--- config.mk ---
export PLATFORM = sky130hd
export DESIGN_NAME = if_id_ex_pipe_regs
export DESIGN_NICKNAME = d
export VERILOG_FILES = /design/src/rtl/if_id_ex_pipe_regs.sv
export SDC_FILE = /design/constraint.sdc
export NUM_CORES = 1
export LEC_CHECK = 0
export ABC_AREA = 1
export ABC_CLOCK_PERIOD_IN_PS = 3500
export CORE_AREA = 5 5 168 170
export DETAILED_ROUTE_END_ITERATION = 16
export DIE_AREA = 0 0 173 175
export PLACE_DENSITY = 0.73
export SYNTH_ARGS = -nofsm -noshare
export SYNTH_HDL_FRONTEND = slang
export SYNTH_SLANG_ARGS = --single-unit
--- constraint.sdc ---
create_clock -name clk -period 3.5 [get_ports clk]
set_input_delay 0.7 -clock clk [delete_from_list [all_inputs] [get_ports clk]]
set_output_delay 0.7 -clock clk [all_outputs]
set_load 0.005 [all_outputs]
--- src/rtl/if_id_ex_pipe_regs.sv ---
// IF/ID and ID/EX pipeline registers for the 5-stage RV32I core, with stall-hold,
// bubble insertion, branch squash and saturating stall/flush event counters.
module if_id_ex_pipe_regs #(
    parameter int          XLEN      = 32,
    parameter int          CTRL_W    = 8,
    parameter int          CNT_W     = 16,
    parameter logic [31:0] NOP_INSTR = 32'h00000013
) (
    input  logic              clk,
    input  logic              rst_n,
    input  logic [XLEN-1:0]   pc_F,
    input  logic [31:0]       instr_F,
    input  logic              pc_write,
    input  logic              id_ex_flush,
    input  logic              branch_taken,
    input  logic [XLEN-1:0]   rd1_D,
    input  logic [XLEN-1:0]   rd2_D,
    input  logic [XLEN-1:0]   imm_D,
    input  logic [CTRL_W-1:0] ctrl_D,
    input  logic              reg_write_D,
    input  logic              is_load_D,
    output logic [XLEN-1:0]   pc_D,
    output logic [31:0]       instr_D,
    output logic              valid_D,
    output logic [4:0]        rs1D,
    output logic [4:0]        rs2D,
    output logic [4:0]        rdD,
    output logic [XLEN-1:0]   pc_E,
    output logic [XLEN-1:0]   rd1_E,
    output logic [XLEN-1:0]   rd2_E,
    output logic [XLEN-1:0]   imm_E,
    output logic [CTRL_W-1:0] ctrl_E,
    output logic [4:0]        rs1E,
    output logic [4:0]        rs2E,
    output logic [4:0]        rdE,
    output logic              reg_write_E,
    output logic              is_load_E,
    output logic              valid_E,
    output logic [CNT_W-1:0]  stall_cnt,
    output logic [CNT_W-1:0]  flush_cnt
);

    logic [XLEN-1:0]   r_pc_D;
    logic [31:0]       r_instr_D;
    logic              r_valid_D;
    logic [XLEN-1:0]   r_pc_E, r_rd1_E, r_rd2_E, r_imm_E;
    logic [CTRL_W-1:0] r_ctrl_E;
    logic [4:0]        r_rs1E, r_rs2E, r_rdE;
    logic              r_reg_write_E, r_is_load_E, r_valid_E;
    logic [CNT_W-1:0]  r_stall_cnt, r_flush_cnt;

    logic [4:0]        w_rs1D, w_rs2D, w_rdD;
    logic              w_bubble_E;
    logic              w_stall;

    // Specifiers are pure decode of registered state, so the hazard unit sees no input-to-output path.
    assign w_rs1D     = r_valid_D ? r_instr_D[19:15] : 5'd0;
    assign w_rs2D     = r_valid_D ? r_instr_D[24:20] : 5'd0;
    assign w_rdD      = r_valid_D ? r_instr_D[11:7]  : 5'd0;
    assign w_bubble_E = branch_taken | id_ex_flush;
    assign w_stall    = ~pc_write & ~branch_taken;

    always_ff @(posedge clk) begin
        if (!rst_n) begin
            r_pc_D        <= '0;
            r_instr_D     <= NOP_INSTR;
            r_valid_D     <= 1'b0;
            r_pc_E        <= '0;
            r_rd1_E       <= '0;
            r_rd2_E       <= '0;
            r_imm_E       <= '0;
            r_ctrl_E      <= '0;
            r_rs1E        <= '0;
            r_rs2E        <= '0;
            r_rdE         <= '0;
            r_reg_write_E <= 1'b0;
            r_is_load_E   <= 1'b0;
            r_valid_E     <= 1'b0;
            r_stall_cnt   <= '0;
            r_flush_cnt   <= '0;
        end else begin
            // Squash outranks the stall hold: a redirected fetch must not survive in ID.
            if (branch_taken) begin
                r_instr_D <= NOP_INSTR;
                r_pc_D    <= '0;
                r_valid_D <= 1'b0;
            end else if (pc_write) begin
                r_instr_D <= instr_F;
                r_pc_D    <= pc_F;
                r_valid_D <= 1'b1;
            end

            if (w_bubble_E) begin
                r_pc_E        <= '0;
                r_rd1_E       <= '0;
                r_rd2_E       <= '0;
                r_imm_E       <= '0;
                r_ctrl_E      <= '0;
                r_rs1E        <= '0;
                r_rs2E        <= '0;
                r_rdE         <= '0;
                r_reg_write_E <= 1'b0;
                r_is_load_E   <= 1'b0;
                r_valid_E     <= 1'b0;
            end else begin
                r_pc_E        <= r_pc_D;
                r_rd1_E       <= rd1_D;
                r_rd2_E       <= rd2_D;
                r_imm_E       <= imm_D;
                r_ctrl_E      <= ctrl_D;
                r_rs1E        <= w_rs1D;
                r_rs2E        <= w_rs2D;
                r_rdE         <= w_rdD;
                r_reg_write_E <= reg_write_D & r_valid_D;
                r_is_load_E   <= is_load_D & r_valid_D;
                r_valid_E     <= r_valid_D;
            end

            if (w_stall && (r_stall_cnt != '1)) r_stall_cnt <= r_stall_cnt + 1'b1;
            if (branch_taken && (r_flush_cnt != '1)) r_flush_cnt <= r_flush_cnt + 1'b1;
        end
    end

    assign pc_D        = r_pc_D;
    assign instr_D     = r_instr_D;
    assign valid_D     = r_valid_D;
    assign rs1D        = w_rs1D;
    assign rs2D        = w_rs2D;
    assign rdD         = w_rdD;
    assign pc_E        = r_pc_E;
    assign rd1_E       = r_rd1_E;
    assign rd2_E       = r_rd2_E;
    assign imm_E       = r_imm_E;
    assign ctrl_E      = r_ctrl_E;
    assign rs1E        = r_rs1E;
    assign rs2E        = r_rs2E;
    assign rdE         = r_rdE;
    assign reg_write_E = r_reg_write_E;
    assign is_load_E   = r_is_load_E;
    assign valid_E     = r_valid_E;
    assign stall_cnt   = r_stall_cnt;
    assign flush_cnt   = r_flush_cnt;

endmodule

==> results of run 1 <==
[through the flow]
| stage | hold slack, ns | cell area [µm²] | util [%] |
|---|---|---|---|
| after detailed placement | 0.448 | 13300 | 50.1 |
| after CTS | 0.457 | 14200 | 53.4 |
| after floorplan | 0.447 | 8620 | - |
| final | 0.454 | 14200 | 53.4 |
| after global routing | 0.476 | 14200 | 53.4 |
| after global placement | 0.447 | 13300 | 50.1 |
[worst max-delay path: stages (launching register included)]
cell,delay (ns)
dfxtp_1,0.87
nand2_1,0.24
inv_1,0.15
clkdlybuf4s50_1,0.57
[worst max path at each step]
stage	endpoint	slack (ns)	start
after floorplan	rdD[0]	1.78	valid_D$_SDFFE_PP0P_
after global placement	rs2D[4]	0.95	valid_D$_SDFFE_PP0P_
after detailed placement	rd2_E[30]$_SDFF_PP0_	0.91	branch_taken
after CTS	rs2D[4]	0.43	valid_D$_SDFFE_PP0P_
after global routing	rs2D[4]	0.33	valid_D$_SDFFE_PP0P_
final	rs2D[4]	0.43	valid_D$_SDFFE_PP0P_
[cells in the final DEF (no fill, tap or decap), drive strengths merged]
cell type	Yosys	layout
clkinv	0	5
buf	22	9
inv	179	179
nor2	242	242
and3	1	1
dfxtp	251	251
nor3	4	4
clkbuf	21	40
nand4	7	7
clkdlybuf4s50	0	439
bufinv	0	2
a21oi	79	79
nand3	36	36
clkinvlp	0	1
ha	2	2
nand2	168	168
o21ai	39	39
[routing by layer]
layer	vias to the layer above	routed length (µm)	part of all wire, %
li1	4022	-	-
met1	3631	11700	40
met2	287	14800	50
met3	58	2370	8.0
met4	0	775	2.6
met5	-	0	0
[flip-flops by register name, indices dropped and copies added, names as in the netlist, 16 cells and up]
name       cells
instr_D       32
pc_D          32
stall_cnt     16
imm_E         32
rd2_E         32
rd1_E         32
flush_cnt     16
pc_E          32
[final cells by class]
type | count | area share (%)
sequential | 251 | 35.4
timing repair buffer | 448 | 31.7
multi-input combinational | 578 | 18.9
clock inverter | 8 | 0.705
tap | 341 | 3.01
clock buffer | 40 | 5.60
inverter | 179 | 4.78
[cell families (layout without fill, tap and decap cells)]
group           Yosys count  after routing  synth area share, %
flops                   251            251                 58.3
fa+ha+maj                 2              2                0.290
compound gates          118            118                 6.85
simple gates            458            458                 23.9
buf+inv                 222            675                 10.6
[power groups by stage]
stage / registers, µW / clock network [µW] / logic, µW
after floorplan: 3020 / 0 / 168
after global placement: 3020 / 0 / 548
after detailed placement: 3020 / 0 / 555
after CTS: 2960 / 2910 / 559
after global routing: 2970 / 3050 / 598
final: 2960 / 2840 / 552
==> metrics.txt, run 1 <==
outcome=completed; worst path arrival time=2.37 ns; Post-route DRC=0; P per Cell Area=448 nW/µm²; flops & latches, synth=251; Reg2Reg Depth=8; met1 GRT Util=21.2%; antenna violations before repair=0; Critical R2R Launch=stall_cnt[1]$_SDFFE_PN0P_; Slew @ Worst Pin=between 0.8 and 0.9 ns; switching share of power=21.8%; Starting DRT DRC Count=369; Pleak=0.00584 µW; Multi-input gate area=2680 µm²; Post-CTS Resized=0; die height=between 150 and 200 µm; Placed Instances=between 1500 and 2000; Synth Flop Type=dfxtp_1; combinational share of power=roughly 8.7%; FP Rows=60; Fmax achieved=roughly 330 MHz; Commonest cells post-synth=dfxtp_1, inv_1, nor2_1; CTS root buffer=clkbuf_16; first-pass GRT wire length=45400 µm; Max-Cap Viols=0; CP Capture Type=output pin; fin. max-slew vios=0; clk slew on worst S/H paths=approximately 0.060 ns; RSZ-0062 raised after global routing=false; Antenna diodes=0; DRT antenna net count=0; Final Skew=~0.0085 ns; sequential-to-total area share from yosys stat=between 50 and 60%; Synth async-reset ratio=0%; share of post-route cells with drive strength above 1=8.98%; Wirelength per Cell=16.1 µm; FILL cells=2371; Max VDD drop=about 0.38 mV; internal power=between 4000 and 5000 µW; Post-Syn Area=~8600 µm²; pre-CTS setup slack=about 0.91 ns; largest net degree at the start of global routing=72; Worst setup SP type=flop; GR Overflow Total=0; top-count cell post-synth=dfxtp_1; Most Crowded Layer GR=met2; I/O Buffers=440; Unique masters post-synth=24; R2R Path End=stall_cnt[1]$_SDFFE_PN0P_; top post-synthesis cells by area=dfxtp_1, inv_1, nor2_1; Reg power frac=between 40% and 50%; Syn Inst Count=roughly 1100; vias per std cell=4.33; HP Start=pc_D[31]$_SDFFE_PP0P_; vias=7998; die width=about 170 µm; deepest clock path buffer count=3; post-DP HPWL=22500 µm; starting density of the core=32.4%; final worst setup slack=0.429 ns; post-CTS setup buffers=0; Tot GR Track Use=18.5%; area leader, netlist=dfxtp_1; Clock Latency Late Sink=0.52 ns; Tmin final=approximately 3 ns; # hold bufs at CTS=0; TritonCTS clock tree=done; total power=6360 µW; die area=30300 µm²; Worst Hold Path EP=pc_E[31]$_SDFF_PP0_; drt total wl=29600 µm; vias in the first global route=~7900; R2R Setup Slk=1.92 ns; yosys warns=0; # nets final=1662; EDFF count, synth=0; NetSw=approximately 1400 µW; Final Hold Fails=0; CTS Buf Count=27; Syn Area/Cell=8.20 µm²; crit-path max FO=19; Core ar.=26600 µm²; met2 GRT Util=about a third; Worst Hold Class=reg -> reg; Worst slew margin=a little over two fifths; # IOs=roughly 440; Reg area=5020 µm²; Synth-to-Final Area Change=64.7%; Cells on Worst Hold Path=2; Clk pwr share=44.7%; CP required=2.80 ns; Synth top area share=around three fifths; critical path type=reg -> out; total negative slack=0 ns; clk sink count=251; syn nets=1228; drt pass-1 iters=4; fin crit share=87.7%; met3 Use GR=6.01%; routability congestion estimate=between 0.8 and 0.9; Final setup violation count=0; H-tree Lvls=1; Finished Layout Cells=roughly 1800
Power figures use the tool's default switching activity.
==> inputs of run 2 (changes only) <==
Settings changed: ABC_CLOCK_PERIOD_IN_PS 3500 to not set, CAP_MARGIN set to 20.
==> results of run 2 <==
No change in the layout: final DEF, timing and power equal those of run 1.
